==> config.mk <==
export PLATFORM = sky130hd
export DESIGN_NAME = rx_deser_param
export DESIGN_NICKNAME = d
export VERILOG_FILES = /design/src/rtl/rx_pkg.sv /design/src/rtl/rx_bit_counter.sv /design/src/rtl/rx_deser_param.sv
export SDC_FILE = /design/constraint.sdc
export NUM_CORES = 1
export LEC_CHECK = 0
export ABC_AREA = 1
export CORE_MARGIN = 2
export CORE_UTILIZATION = 29
export CTS_BUF_LIST = sky130_fd_sc_hd__clkbuf_8 sky130_fd_sc_hd__clkbuf_16
export DETAILED_ROUTE_END_ITERATION = 12
export HOLD_SLACK_MARGIN = 0.1
export PLACE_DENSITY = 0.51
export SLEW_MARGIN = 10
export SYNTH_ARGS = -nofsm -noshare
export SYNTH_HDL_FRONTEND = slang
export SYNTH_HIERARCHICAL = 1
export SYNTH_SLANG_ARGS = --single-unit
==> constraint.sdc <==
create_clock -name CLK -period 3.3 [get_ports CLK]
set_clock_uncertainty 0.2 [all_clocks]
set_input_delay 0.495 -clock CLK [delete_from_list [all_inputs] [get_ports CLK]]
set_output_delay 0.495 -clock CLK [all_outputs]
set_load 0.05 [all_outputs]
==> src/rtl/rx_pkg.sv <==
// rx_pkg: shared width limits and length helpers for the RX deserializer.
package rx_pkg;
    localparam int RX_MAX_WIDTH = 16;

    function automatic int rx_cnt_w(input int w);
        return $clog2(w + 1);
    endfunction

    // Out-of-range frame lengths fall back to the full data width.
    function automatic int clamp_len(input int len, input int max_w);
        return (len == 0 || len > max_w) ? max_w : len;
    endfunction
endpackage

==> src/rtl/rx_bit_counter.sv <==
// rx_bit_counter: per-frame bit counter with latched frame length and last-bit flag.
module rx_bit_counter
    import rx_pkg::*;
#(
    parameter int DATA_WIDTH = 8,
    parameter int CNT_W      = rx_cnt_w(DATA_WIDTH)
) (
    input  logic             CLK,
    input  logic             RST,
    input  logic             start,
    input  logic             en,
    input  logic [CNT_W-1:0] cfg_len,
    output logic [CNT_W-1:0] bit_cnt,
    output logic [CNT_W-1:0] len,
    output logic             last_bit
);
    logic [CNT_W-1:0] len_q;
    logic [CNT_W-1:0] len_cfg;

    assign len_cfg  = CNT_W'(clamp_len(int'(cfg_len), DATA_WIDTH));
    // The first bit of a frame already obeys the length it latches.
    assign len      = (bit_cnt == '0) ? len_cfg : len_q;
    assign last_bit = (bit_cnt == len - CNT_W'(1));

    always_ff @(posedge CLK or posedge RST) begin
        if (RST) begin
            bit_cnt <= '0;
            len_q   <= CNT_W'(DATA_WIDTH);
        end else begin
            if (start)
                bit_cnt <= '0;
            else if (en)
                bit_cnt <= last_bit ? '0 : bit_cnt + CNT_W'(1);
            if (start || (en && bit_cnt == '0))
                len_q <= len_cfg;
        end
    end
endmodule

==> src/rtl/rx_deser_param.sv <==
// rx_deser_param: runtime-length serial-to-parallel deserializer with
// valid/ready output register, word parity and sticky overrun.
module rx_deser_param
    import rx_pkg::*;
#(
    parameter int DATA_WIDTH = 8,
    parameter bit LSB_FIRST  = 1,
    parameter int CNT_W      = rx_cnt_w(DATA_WIDTH)
) (
    input  logic                  CLK,
    input  logic                  RST,
    input  logic                  deser_start,
    input  logic                  deser_en,
    input  logic                  sampled_bit,
    input  logic [CNT_W-1:0]      cfg_len,
    input  logic                  out_ready,
    input  logic                  ovr_clr,
    output logic [DATA_WIDTH-1:0] P_DATA,
    output logic                  out_valid,
    output logic                  par_calc,
    output logic [CNT_W-1:0]      bit_cnt,
    output logic                  busy,
    output logic                  overrun
);
    if (DATA_WIDTH < 2 || DATA_WIDTH > RX_MAX_WIDTH) begin : g_bad_width
        $error("rx_deser_param: DATA_WIDTH out of range");
    end

    logic [DATA_WIDTH-1:0] shreg;
    logic [DATA_WIDTH-1:0] word;
    logic [CNT_W-1:0]      len;
    logic [CNT_W-1:0]      idx;
    logic                  last_bit;
    logic                  cap;
    logic                  done;

    rx_bit_counter #(.DATA_WIDTH(DATA_WIDTH), .CNT_W(CNT_W)) u_cnt (
        .CLK      (CLK),
        .RST      (RST),
        .start    (deser_start),
        .en       (deser_en),
        .cfg_len  (cfg_len),
        .bit_cnt  (bit_cnt),
        .len      (len),
        .last_bit (last_bit)
    );

    // Start beats capture, so a bit arriving with deser_start is dropped.
    assign cap  = deser_en && !deser_start;
    assign done = cap && last_bit;
    assign busy = (bit_cnt != '0);
    assign idx  = LSB_FIRST ? bit_cnt : len - CNT_W'(1) - bit_cnt;
    assign word = cap ? shreg | ({{(DATA_WIDTH-1){1'b0}}, sampled_bit} << idx) : shreg;

    always_ff @(posedge CLK or posedge RST) begin
        if (RST) begin
            shreg     <= '0;
            P_DATA    <= '0;
            par_calc  <= 1'b0;
            out_valid <= 1'b0;
            overrun   <= 1'b0;
        end else begin
            shreg <= (deser_start || done) ? '0 : word;
            if (done) begin
                P_DATA   <= word;
                par_calc <= ^word;
            end
            if (done)
                out_valid <= 1'b1;
            else if (out_ready)
                out_valid <= 1'b0;
            if (done && out_valid && !out_ready)
                overrun <= 1'b1;
            else if (ovr_clr)
                overrun <= 1'b0;
        end
    end
endmodule

---- After elaboration in Yosys (flattened, before gate mapping) ----
Index checks and enable logic that the tools add are counted.
word-level totals
  register bits after elaboration ......... 27
  input port bits ......................... 11
operators by class
  add/sub/neg operators ................... 2
  $lt $le $gt $ge ......................... 1
  equality and inequality tests ........... 1
  shift operators ......................... 1
  muxes and demuxes ....................... 11
  bitwise gates (word level) .............. 1
  reductions and logical operators ........ 17
operators by type and width
  cell                                                   count
  two-way mux 4 bit                                      5
  two-way mux 8 bit                                      2
  logical NOT 4 bit                                      2
  bitwise OR 8 bit                                       1
  XOR reduction 8 bit                                    1
  left shift 1 x 4 -> 8 bit                              1
  nonzero test 2 bit                                     3
  logical AND 1 bit                                      5
  adder 4 x 1 -> 4 bit (second input constant)           1
  equality test 4 bit                                    1
  greater-than comparator 4 bit (second input constant)  1
  two-way mux 1 bit                                      4
  nonzero test 4 bit                                     1
  subtractor 4 x 1 -> 4 bit (second input constant)      1
  logical OR 1 bit                                       3
  logical NOT 1 bit                                      2

---- Logic depth before layout (Yosys ltp) ----
Gate-level depths: netlist of the first run.
  depth after elaboration ................. 10
  mapped depth ............................ 20

---- Hierarchy ----
Netlist of the first run, hierarchy kept.
by module, submodules not included
  module          instances  cells an instance  area each (um^2)  seq. area each (um^2)
  rx_deser_param  1          131                1033.5            475.5
  rx_bit_counter  1          100                690.7             201.4

---- Least setup slack after synthesis of the first run ----
No wires, ideal clock.
  path kind ............................... flip-flop to flip-flop
  start ................................... register u_cnt.bit_cnt[0]
  end ..................................... register overrun
  arrival time ............................ 2.882 ns
  data required time ...................... 2.999 ns
  slack ................................... 0.117 ns
  cell stages (with the launch flop) ...... 18
  path buffers ............................ 1
  cell sequence ........................... dfrtp_1 > inv_1 > ha_1 > nand2_1 > nor2_2 > or2_1 > nand2_2 > ha_1 > xor2_1 > nand2_1 > nor2_1 > nand2_1 > nor2_2 > nand2_2 > inv_1 > nand2_1 > buf_6 > o32ai_1
on the way
  longest elaborated chain between the ends .. 8
  elaborated cells between the ends (all ways) .. 9
  those cells by class .................... 1 x add/sub; 1 x eq/ne; 2 x mux; 5 x reduce/logical
ends and longest elaborated chain
  element                                                         line                  RTL
  from (decl)                                                     rx_bit_counter.sv:13  output logic [CNT_W-1:0] bit_cnt,
  from (signal assigned)                                          rx_bit_counter.sv:33  bit_cnt <= last_bit ? '0 : bit_cnt + CNT_W'(1);
  logical NOT 4 bit                                               rx_bit_counter.sv:22  assign len = (bit_cnt == '0) ? len_cfg : len_q;
  two-way mux 4 bit                                               rx_bit_counter.sv:22
  subtractor 4 x 1 -> 4 bit                                       rx_bit_counter.sv:23  assign last_bit = (bit_cnt == len - CNT_W'(1));
  equality test 4 bit (*)                                         rx_bit_counter.sv:23
  via last_bit                                                    rx_deser_param.sv:33  logic last_bit;
  logical AND 1 bit (*)                                           rx_deser_param.sv:50  assign done = cap && last_bit;
  logical AND 1 bit (*) (2 in series)                             rx_deser_param.sv:72  if (done && out_valid && !out_ready)
  two-way mux 1 bit / nonzero test 2 bit (equally long branches)  -
  to (signal assigned)                                            rx_deser_param.sv:61  overrun <= 1'b0;
  to (signal assigned)                                            rx_deser_param.sv:73  overrun <= 1'b1;
  to (signal assigned)                                            rx_deser_param.sv:75  overrun <= 1'b0;
  to (decl)                                                       rx_deser_param.sv:23  output logic overrun
Mark *: on every way through the listed nets, which the timed path passes. The rest lies on a longest branch.
A chain may end at the register's enable or synchronous reset.

---- Worst setup path in the final report of the first run ----
Same ends and word-level chain as after synthesis.

==> results.json, run 1 <==
{
  "most_common_library_cell_in_the_layout_ignoring_fill_and_taps": "sky130_fd_sc_hd__nand2_1",
  "dpl-instance-area_sq_um": 2072,
  "diodes": 0,
  "grt_util_all_layers_pct": 12.78,
  "max_slew.worst_pin.slew_ns": 0.7423,
  "hold_path_class": "input port to async pin",
  "seqCellArea_sq_um": 676.9,
  "place.detailed.instances": 327,
  "finalCriticalPeriod_ns": 2.991,
  "detail_route.drc_violations": 0,
  "total_power_mw": 1.606,
  "hpwl_um": 2804,
  "avgSynthCellArea_sq_um": 7.513,
  "drt_wl_total_um": 3700,
  "htreeDepth": 1,
  "post_drt_wl_per_cell_um": 11.18,
  "worst_hold_check_slack_ns": 0.2886,
  "placeableCoreArea_sq_um": 5608,
  "clock_tree.root_cell": "sky130_fd_sc_hd__clkbuf_8",
  "fp.dieArea_sq_um": 6538,
  "cts-buffers-inserted": 3,
  "hold_violations": 0,
  "boundaryPins": 27,
  "setup.worst_path.end_class": "register",
  "postSynthCellCount": 228,
  "cp_slowest_cell": "sky130_fd_sc_hd__dfrtp_1",
  "clk_transition_reported_paths_ns": 0.11,
  "std_cell_rows": 27,
  "achievable-frequency_mhz": 334.3,
  "timing_worst_setup_path_type": "register to register",
  "drtPass1Iterations": 5,
  "p_leak_nw": 1.035,
  "layout_common_cells": "sky130_fd_sc_hd__nand2_1 (67), sky130_fd_sc_hd__dfrtp_1 (26), sky130_fd_sc_hd__nor2_1 (26), sky130_fd_sc_hd__clkdlybuf4s50_1 (26), sky130_fd_sc_hd__inv_1 (24)",
  "net-switching-power_mw": 0.7815,
  "post-cts-setup-buffers": 0,
  "timing.slew.headroom_pct": 50.46,
  "largest_net_degree_at_the_start_of_global_routing": 21,
  "cpMostUsedCell": "sky130_fd_sc_hd__nand2_1",
  "setup_total_negative_slack_ns": 0,
  "crit_path_max_fanout": 20,
  "finalWorstSetupSlack_ns": 0.3089,
  "worst_ep_required_time_ns": 3.30,
  "layout_worst_path_cycle_share_pct": 90.64,
  "maxCapViolations": 0,
  "clk_latency_ns": 0.29,
  "cts.repair.resized": 0,
  "post_synth_instance_area_sq_um": 1713,
  "critical_path_buf_inv_count": 3,
  "design.final.nets": 274,
  "drt-vias-per-instance": 4.366,
  "detailedPlace.worstSlack_ns": 0.1104,
  "vias": 1445,
  "cts_tree": "yes",
  "area_growth_pct": 23.96,
  "power_frac_seq_pct": 27.3,
  "yosys_warnings": 6,
  "area_of_the_multi_input_gates_sq_um": 890.9,
  "power.switching_fraction_pct": 48.65,
  "cts.sink_count": 27,
  "critical-path-top-delay-family": "simple AND/OR/NAND/NOR gates",
  "antenna_found_initial": 0,
  "final_core_utilization_pct": 37.86,
  "post_route_cells_drive_above_1_share_pct": 18.53,
  "outcome": "finished clean",
  "stdcell_count": 331,
  "cp_data_arrival_time_ns": 2.99,
  "gp_congestion": 0.8097,
  "cts.path.max_buffers": 2,
  "global_route.overflow_total": 0,
  "finalSetupViolations": 0,
  "startpoint_type": "register",
  "floorplan.die.height_um": 80.86,
  "fin_area_sq_um": 2123,
  "peakVddDrop_uv": 350.7,
  "hold_buffers": 0,
  "drt_first_iter_violations": 66,
  "first_global_vias": 1382,
  "cellInternalPower_mw": 0.8247,
  "die_width_um": 80.86,
  "critical-path-max-stage-delay_ns": 0.39,
  "power.combinational.fraction_pct": 59.8,
  "rsz0062_at_grt": "no",
  "synth.net_count": 242,
  "timing.critical_path.cells": "inv_1, ha_2, nand2_1, nor2_2, or2_1, nand2_2, ha_1, xnor2_1, nand3_1, nand2_1, nor2_1, nand2_1, nor2_2, nand2_2, inv_1, nand2_1, buf_12, o32ai_1",
  "port_buffers": 26,
  "grt_pass1_wl_um": 6506,
  "finalMaxSlewViolations": 0,
  "clock_power_share_pct": 12.9,
  "powerDensity_nw_per_um2": 756.5,
  "final_antenna_net_count": 0,
  "floorplan.initialDensity_pct": 30.54,
  "fillerInstances": 604
}
power by group through the flow:
stage	registers [mW]	clock network (mW)	logic, mW
final	0.438	0.208	0.960
after global routing	0.448	0.229	1.07
after CTS	0.439	0.217	0.966
after detailed placement	0.446	0	0.962
after global placement	0.445	0	0.961
after floorplan	0.578	0	0.593
state kept, by name, indices dropped and copies added (netlist names):
name / count
overrun: 1
out_valid: 1
shreg: 8
u_cnt/bit_cnt: 4
u_cnt/len_q: 4
P_DATA: 8
par_calc: 1
worst paths after layout:
check,start,to,slack [ns],depth (start not counted)
setup / recovery,u_cnt/bit_cnt[0]$_DFFE_PP0P_,overrun$_DFFE_PP0P_,0.31,18
hold / removal,RST,u_cnt/len_q[0]$_DFFE_PP0P_,0.29,2
setup reg to reg,u_cnt/bit_cnt[0]$_DFFE_PP0P_,overrun$_DFFE_PP0P_,0.31,18
hold reg to reg,par_calc$_DFFE_PP0N_,par_calc$_DFFE_PP0N_,0.30,2
max in group asynchronous,RST,P_DATA[1]$_DFFE_PP0N_,1.98,2
min in group CLK,par_calc$_DFFE_PP0N_,par_calc$_DFFE_PP0N_,0.30,2
per-layer routing:
layer	part of all wire (%)	vias up	GRT usage [%]
met4	1.4	0	4.068
met2	45	16	19.83
met1	51	653	18.36
met3	2.7	5	1.778
met5	0	-	0
li1	-	771	-
final cells by class:
cell class | count | area share, %
Multi-Input combinational cell | 168 | 41.96
Sequential cell | 27 | 31.88
Timing Repair Buffer | 30 | 14.26
Inverter | 30 | 5.362
Tap cell | 72 | 4.243
Clock buffer | 3 | 1.945
Clock inverter | 1 | 0.3536
Power figures use the tool's default switching activity.
==> run 2, diff against run 1 <==
--- a/config.mk
+++ b/config.mk
@@ -6,12 +6,13 @@
 export NUM_CORES = 1
 export LEC_CHECK = 0
 export ABC_AREA = 1
+export CAP_MARGIN = 20
 export CORE_MARGIN = 2
 export CORE_UTILIZATION = 29
 export CTS_BUF_LIST = sky130_fd_sc_hd__clkbuf_8 sky130_fd_sc_hd__clkbuf_16
 export DETAILED_ROUTE_END_ITERATION = 12
 export HOLD_SLACK_MARGIN = 0.1
-export PLACE_DENSITY = 0.51
+export PLACE_DENSITY = 0.59
 export SLEW_MARGIN = 10
 export SYNTH_ARGS = -nofsm -noshare
 export SYNTH_HDL_FRONTEND = slang
==> run 2 against run 1 <==
Against the previous run: power is 0.56% lower; critical path type unchanged; clock power fell by 5%; die area did not move; register-to-register slack is essentially flat; combinational power hardly changed; clock-buffer cell count is the same; core utilization down 0.13 points; sequential share of layout area rose by 0.11 points.
==> results.json, run 2 (synthesized netlist as in run 1, its figures left out) <==
{
  "outcome": "finished clean",
  "htreeDepth": 1,
  "layout_worst_path_cycle_share_pct": 90.88,
  "post-cts-setup-buffers": 0,
  "maxCapViolations": 0,
  "hold_buffers": 0,
  "layout_common_cells": "sky130_fd_sc_hd__nand2_1 (67), sky130_fd_sc_hd__dfrtp_1 (26), sky130_fd_sc_hd__nor2_1 (26), sky130_fd_sc_hd__clkdlybuf4s50_1 (26), sky130_fd_sc_hd__inv_1 (24)",
  "setup.worst_path.end_class": "register",
  "area_growth_pct": 23.52,
  "peakVddDrop_uv": 442.9,
  "cts.path.max_buffers": 2,
  "cellInternalPower_mw": 0.8236,
  "p_leak_nw": 1.030,
  "regToRegEndpoint": "overrun$_DFFE_PP0P_",
  "die_width_um": 80.86,
  "clock_tree.root_cell": "sky130_fd_sc_hd__clkbuf_8",
  "final_antenna_net_count": 0,
  "finalCriticalPeriod_ns": 2.999,
  "cell_depth_of_the_worst_hold_path": 2,
  "timing_worst_setup_path_type": "register to register",
  "clock_power_share_pct": 12.4,
  "place.detailed.instances": 326,
  "floorplan.die.height_um": 80.86,
  "boundaryPins": 27,
  "power.switching_fraction_pct": 48.44,
  "cts-buffers-inserted": 3,
  "power.combinational.fraction_pct": 60.2,
  "cts_tree": "yes",
  "hpwl_um": 2762,
  "post_drt_wl_per_cell_um": 10.73,
  "finalSetupViolations": 0,
  "clk_transition_reported_paths_ns": 0.10,
  "startpoint_type": "register",
  "gp_congestion": 0.7759,
  "net-switching-power_mw": 0.7736,
  "power_frac_seq_pct": 27.5,
  "hold_violations": 0,
  "vias": 1455,
  "total_power_mw": 1.597,
  "cp_data_arrival_time_ns": 2.99,
  "fp.dieArea_sq_um": 6538,
  "drtPass1Iterations": 4,
  "min-delay-start": "P_DATA[5]$_DFFE_PP0N_",
  "achievable-frequency_mhz": 333.4,
  "floorplan.initialDensity_pct": 30.54,
  "largest_registers": "P_DATA: 8 flops, shreg: 8 flops",
  "holdPathEnd": "P_DATA[5]$_DFFE_PP0N_",
  "reg2regPathDepth": 18,
  "grt_pass1_wl_um": 6182,
  "finalMaxSlewViolations": 0,
  "design.final.nets": 273,
  "antenna_found_initial": 0,
  "grt_util_all_layers_pct": 12.16,
  "setup_total_negative_slack_ns": 0,
  "crit_path_max_fanout": 20,
  "powerDensity_nw_per_um2": 754.9,
  "max_slew.worst_pin.slew_ns": 0.7646,
  "stdcell_count": 330,
  "drt_first_iter_violations": 60,
  "cts.sink_count": 27,
  "std_cell_rows": 27,
  "detail_route.drc_violations": 0,
  "timing.slew.headroom_pct": 48.97,
  "diodes": 0,
  "most_common_library_cell_in_the_layout_ignoring_fill_and_taps": "sky130_fd_sc_hd__nand2_1",
  "post_route_cells_drive_above_1_share_pct": 18.22,
  "port_buffers": 26,
  "global_route.overflow_total": 0,
  "placeableCoreArea_sq_um": 5608,
  "clk_latency_ns": 0.28,
  "hold_path_class": "register to register",
  "worst_ep_required_time_ns": 3.29,
  "worst_r2r_startpoint": "u_cnt/bit_cnt[0]$_DFFE_PP0P_",
  "r2r_setup_slack_ns": 0.30,
  "drt-vias-per-instance": 4.409,
  "drt_wl_total_um": 3542,
  "first_global_vias": 1370,
  "largest_net_degree_at_the_start_of_global_routing": 21,
  "rsz0062_at_grt": "no"
}
[run 2: cell types whose count changed in the layout (fill, tap and decap cells not counted), sizes merged]
cell / previous run / this run
buf: 4 / 3
[run 2: cell type report]
cell class / count / area [sq um]
tap: 72 / 90.09
sequential: 27 / 676.9
multi-input combinational: 168 / 890.9
clock inverter: 1 / 7.507
timing repair buffer: 29 / 295.3
inverter: 30 / 113.9
clock buffer: 3 / 41.29
fill: 594 / 3492
[run 2: power groups by stage]
stage                     registers, mW  clock network (mW)  logic (mW)
after global placement            0.444                   0       0.959
after global routing              0.447               0.219        1.06
final                             0.439               0.197       0.961
after detailed placement          0.446                   0       0.958
after CTS                         0.440               0.208       0.963
after floorplan                   0.578                   0       0.593
[run 2: how the worst max path moves through the flow]
stage	startpoint	to	slack [ns]	depth (start not counted)
after floorplan	u_cnt/bit_cnt[0]$_DFFE_PP0P_	overrun$_DFFE_PP0P_	0.13	17
after global placement	cfg_len[0]	shreg[1]$_DFF_PP0_	0.18	19
after detailed placement	cfg_len[0]	overrun$_DFFE_PP0P_	0.11	19
after CTS	u_cnt/bit_cnt[0]$_DFFE_PP0P_	overrun$_DFFE_PP0P_	0.27	18
after global routing	u_cnt/bit_cnt[0]$_DFFE_PP0P_	overrun$_DFFE_PP0P_	0.04	18
final	u_cnt/bit_cnt[0]$_DFFE_PP0P_	overrun$_DFFE_PP0P_	0.30	18
[run 2: routing by layer]
| layer | GRT usage, % | share of wire (%) | up-vias |
|---|---|---|---|
| li1 | - | - | 770 |
| met5 | 0 | 0 | - |
| met4 | 5.593 | 2.0 | 0 |
| met1 | 16.77 | 52 | 659 |
| met2 | 18.68 | 43 | 21 |
| met3 | 1.889 | 3.2 | 5 |
[run 2: worst max-delay path, stage by stage, from the launching register on]
cell and delay [ns]:
sky130_fd_sc_hd__dfrtp_1 0.38, sky130_fd_sc_hd__inv_1 0.17, sky130_fd_sc_hd__ha_2 0.27, sky130_fd_sc_hd__nand2_1 0.08, sky130_fd_sc_hd__nor2_2 0.20, sky130_fd_sc_hd__or2_1 0.15, sky130_fd_sc_hd__nand2_2 0.07, sky130_fd_sc_hd__ha_1 0.20
sky130_fd_sc_hd__xnor2_1 0.15, sky130_fd_sc_hd__nand3_1 0.12, sky130_fd_sc_hd__nand2_1 0.05, sky130_fd_sc_hd__nor2_1 0.08, sky130_fd_sc_hd__nand2_1 0.06, sky130_fd_sc_hd__nor2_2 0.08, sky130_fd_sc_hd__nand2_2 0.09, sky130_fd_sc_hd__inv_1 0.06
sky130_fd_sc_hd__nand2_1 0.10, sky130_fd_sc_hd__buf_12 0.17, sky130_fd_sc_hd__o32ai_1 0.22
[run 2: stage by stage]
stage	hold WS (ns)	worst slack, ns	util, %	instance area, sq um
after floorplan	0.1099	0.1291	-	1713
final	0.2925	0.3008	37.73	2116
after global routing	0.3339	0.04191	37.73	2116
after detailed placement	0.2769	0.1133	36.81	2064
after CTS	0.2998	0.2728	37.68	2113
after global placement	0.2708	0.1796	36.81	2064
[run 2: what timing repair did]
action / CTS / global route
endpoints found under the setup margin: 0 / 1
resized for setup: 0 / 1
endpoints found under the hold margin: 0 / 0
